## src/rtl/fa_self_check.sv

```systemverilog
// On-board checker for a 1-bit full adder: walks all eight {ai,bi,ci} vectors,
// samples so/co after SETTLE cycles and reports a pass/fail verdict plus error count.
module fa_self_check #(
  parameter int SETTLE = 2
) (
  input  logic       clk,
  input  logic       rst,
  input  logic       start,
  output logic       ai,
  output logic       bi,
  output logic       ci,
  input  logic       so,
  input  logic       co,
  output logic       busy,
  output logic       done,
  output logic       pass,
  output logic [3:0] err_cnt,
  output logic [2:0] fail_vec,
  output logic       fail_valid
);

  typedef enum logic [1:0] {IDLE, WAIT, CHECK, DONE} state_t;

  localparam logic [3:0] CNT_LAST = 4'(SETTLE - 1);

  state_t     state;
  logic [2:0] v;
  logic [3:0] cnt;
  logic [1:0] exp_sum;
  logic       mismatch;
  logic [3:0] err_next;

  // Handshake: start is a request honoured only in IDLE/DONE; busy covers the
  // whole run and done marks results valid until the next accepted start or rst.
  assign exp_sum  = {1'b0, v[2]} + {1'b0, v[1]} + {1'b0, v[0]};
  assign mismatch = (so != exp_sum[0]) || (co != exp_sum[1]);
  assign err_next = err_cnt + {3'b000, mismatch};

  // The adder sees the vector only during a run; idle drive is all-zero.
  assign {ai, bi, ci} = busy ? v : 3'b000;

  always_ff @(posedge clk) begin
    if (rst) begin
      state      <= IDLE;
      v          <= '0;
      cnt        <= '0;
      busy       <= 1'b0;
      done       <= 1'b0;
      pass       <= 1'b0;
      err_cnt    <= '0;
      fail_vec   <= '0;
      fail_valid <= 1'b0;
    end else begin
      case (state)
        IDLE, DONE: begin
          if (start) begin
            state      <= WAIT;
            v          <= '0;
            cnt        <= '0;
            busy       <= 1'b1;
            done       <= 1'b0;
            pass       <= 1'b0;
            err_cnt    <= '0;
            fail_vec   <= '0;
            fail_valid <= 1'b0;
          end
        end
        WAIT: begin
          if (cnt == CNT_LAST) state <= CHECK;
          else                 cnt   <= cnt + 4'd1;
        end
        CHECK: begin
          err_cnt <= err_next;
          if (mismatch && !fail_valid) begin
            fail_vec   <= v;
            fail_valid <= 1'b1;
          end
          // pass uses err_next so the last vector's result is included.
          if (v == 3'd7) begin
            state <= DONE;
            busy  <= 1'b0;
            done  <= 1'b1;
            pass  <= (err_next == 4'd0);
          end else begin
            v     <= v + 3'd1;
            cnt   <= '0;
            state <= WAIT;
          end
        end
        default: state <= IDLE;
      endcase
    end
  end

endmodule

```

## config.mk

```make
export PLATFORM = sky130hd
export DESIGN_NAME = fa_self_check
export DESIGN_NICKNAME = d
export VERILOG_FILES = /design/src/rtl/fa_self_check.sv
export SDC_FILE = /design/constraint.sdc
export NUM_CORES = 1
export LEC_CHECK = 0
export ABC_CLOCK_PERIOD_IN_PS = 2200
export CORE_MARGIN = 3
export CORE_UTILIZATION = 40
export CTS_BUF_LIST = sky130_fd_sc_hd__clkbuf_8
export DETAILED_ROUTE_END_ITERATION = 10
export PLACE_DENSITY = 0.65
export SYNTH_ARGS = -nofsm -noshare
export SYNTH_HDL_FRONTEND = slang
export SYNTH_SLANG_ARGS = --single-unit
```

## constraint.sdc

```tcl
create_clock -name clk -period 2.2 [get_ports clk]
set_input_delay 0.66 -clock clk [delete_from_list [all_inputs] [get_ports clk]]
set_output_delay 0.66 -clock clk [all_outputs]
set_load 0.01 [all_outputs]
```

==> flow_metrics.tcl <==
set metrics [dict create \
    finalSetupViolations 0 \
    clock_sinks 20 \
    cts_root_buf "clkbuf_8" \
    nFillCells 240 \
    antenna_found_initial 0 \
    setup.worst_path.class "reg -> reg" \
    yosysWarningCount 0 \
    die_h_um 58.6 \
    finalCritPeriodShare 0.945 \
    core_area_um2 2540 \
    vias_per_cell 5.38 \
    synth_edf_count 0 \
    grt_pass1_vias 965 \
    synth_mux_area_frac 0.0102 \
    fin_skew_ns 0.00250 \
    dieArea_um2 3430 \
    async_reset_ff_frac 0 \
    ir_worst_vdd_mv 0.264 \
    cp.required_ns 2.36 \
    io_pins 19 \
    yosys.area_share.simple 0.222 \
    wl_per_cell_um 12.9 \
    drv_cap 0 \
    die_w_um 58.6 \
    yosys.area.top_type "dfxtp_1" \
    routed_wl_um 2360 \
    worstMarginPinSlew_ns 0.549 \
    hold_viol 0 \
    ys_ff_latch 20 \
    clk_pin_slew_ns 0.07 \
    status "completed" \
    slew_viol_final 0 \
    max_freq_ghz 0.481 \
    hold_path.class "reg -> reg" \
    crit_slowest_cell "fa_1" \
    p_leak_nw 0.511 \
    rsz0062_at_grt "yes" \
    clk_latency_ns 0.25 \
    dpl_cell_area_um2 1340 \
    crit_path_max_incr_delay_ns 0.54 \
    grt.total_usage 0.157 \
    drc 0 \
    synth_flop_cell "dfxtp_1" \
    syn_area_per_cell_um2 8.44 \
    drtAntennaViolNets 0 \
    hpwlAfterDp_um 1760 \
    drt-initial-drc-count 38 \
    synth_compound_area_frac 0.184 \
    cts_max_level 1 \
    placementRows 18 \
    postLayoutCellArea_um2 1400 \
    clockBufferDepth 2 \
    path_cells "inv_1, fa_1, xor2_1, nand2_1, ha_2, ha_4, nor3_2, nand4_1, o32ai_1" \
    maxSlewHeadroom 0.630 \
    start_util 0.435 \
    grt_max_degree 19 \
    power_density_nw_per_um2 547 \
    final_nets 170 \
    netlist.area_leader.share 0.362 \
    instances_no_fill 183 \
    grt_pass1_wl_um 4130 \
    areaGrowthSynthToFinish_pct 26.8 \
    final_util 0.551 \
    arrival_ns 2.24 \
    place.gp.congestion 0.830 \
    dr.pass1.iters 4 \
    grt_overflow 0 \
    synth_seq_area_share 0.362 \
    synth_area_um2 1110 \
    ys_top_cells_by_area "dfxtp_1 36%, ha_1 10%, a21oi_1 5.9%" \
    synth-adder-area-share 0.120 \
    synthXorXnorAreaFrac 0.0317 \
    syn_inst 131 \
    period_needed_ns 2.08 \
    drive_above_1_share 0.118 \
    placed_cells 180 \
    critPathMaxFanout 2 \
    vias 984 \
    cp-end-kind "register" \
    port_buffers 18 \
    ys_types 37 \
    synth_nets 146 \
    n_antenna_cell 0 \
    cts_tree "done" \
    setup.worst_path.start_class "register" \
    numCtsBuffers 3 \
    synth_top_family_by_area "simple AND/OR/NAND/NOR gates" \
]
-- critical path: cells and delay by family (launching register included) --
family / cells / cell delay (ns)
XOR/XNOR: 1 / 0.17
adder cells (fa/ha/maj): 3 / 0.97
buffers and inverters: 1 / 0.05
flip-flops: 1 / 0.33
AND/OR/NAND/NOR: 3 / 0.35
AO/OA/AOI/OAI: 1 / 0.12
-- routing by layer --
| metal | vias up | wire length (um) | track usage |
|---|---|---|---|
| met5 | - | 0 | 0 |
| met4 | 0 | 43 | 0.0939 |
| met3 | 4 | 99 | 0.0307 |
| met2 | 25 | 1020 | 0.233 |
| met1 | 456 | 1190 | 0.212 |
| li1 | 499 | - | - |
-- registers in the layout (all words and copies together) (netlist names) --
| signal | flops |
|---|---|
| err_cnt | 4 |
| done | 1 |
| cnt | 4 |
| busy | 1 |
| fail_vec | 3 |
| fail_valid | 1 |
| pass | 1 |
| v | 3 |
| state | 2 |
-- cell type report --
type	count	area, um^2	share of cell area
Multi-Input combinational cell	93	648	0.462
Clock buffer	3	41.3	0.0294
Inverter	13	48.8	0.0348
Tap cell	30	37.5	0.0268
Sequential cell	20	402	0.286
Timing Repair Buffer	24	225	0.161
-- cells in the final DEF (no fill, tap or decap), drive strengths merged, types with 2 or more instances in the layout --
cell type,Yosys,routed
nor2,12,12
clkbuf,2,3
o21ai,6,6
dfxtp,20,20
nor3b,2,2
xnor2,2,2
and2,4,4
a32oi,4,4
a21oi,13,13
buf,3,6
nor3,5,5
xor2,2,2
inv,12,12
a22o,2,2
nand2,8,8
clkdlybuf4s50,0,18
nand3,6,6
ha,9,9
o32ai,2,2
nand2b,2,2
-- stage by stage --
step	TNS (ns)	power (mW)	setup WS (ns)	hold slack [ns]
finish	0	0.768	0.120	0.467
global route	-0.0375	0.819	-0.0375	0.502
CTS	0	0.778	0.0157	0.473
detailed placement	-0.526	0.540	-0.242	0.462
global placement	-0.408	0.536	-0.195	0.458
floorplan	0	0.501	0.0364	0.471
-- cell usage after synthesis (all sizes together), types with 2 or more instances --
library cell / number
inv: 12
o21ai: 6
buf: 3
and2: 4
nand2: 8
xnor2: 2
nor2: 12
nor3: 5
nand2b: 2
ha: 9
a22o: 2
dfxtp: 20
a21oi: 13
a32oi: 4
nand3: 6
xor2: 2
clkbuf: 2
nor3b: 2
o32ai: 2
-- report_power, final --
part           internal [mW]  leakage, nW  switching (mW)
Clock                  0.122       0.0216           0.112
Combinational         0.0626        0.327          0.0899
Sequential             0.371        0.162          0.0102
-- path summary, 6_finish.rpt --
kind / from / end / slack, ns / cells after the start
setup / recovery: v[0] / pass / 0.12 / 9
hold / removal: fail_vec[0] / fail_vec[0] / 0.47 / 2
setup reg to reg: v[0] / pass / 0.12 / 9
hold reg to reg: fail_vec[0] / fail_vec[0] / 0.47 / 2
-- kinds of logic (layout without fill, tap and decap cells) --
group / count (synthesis) / count (layout)
AO/OA/AOI/OAI: 32 / 32
XOR/XNOR: 4 / 4
adder cells (fa/ha/maj): 10 / 10
buffers and inverters: 18 / 40
flip-flops: 20 / 20
multiplexers: 1 / 1
AND/OR/NAND/NOR: 46 / 46
-- repair_timing --
item                                    4_1_cts  5_1_grt
pin swaps                                     2        1
endpoints found under the setup margin        1        2
hold buffers                                  0        0
resized for setup                             2        3
buffers inserted                              0        0
No activity file was read; power rests on OpenSTA's default activity.
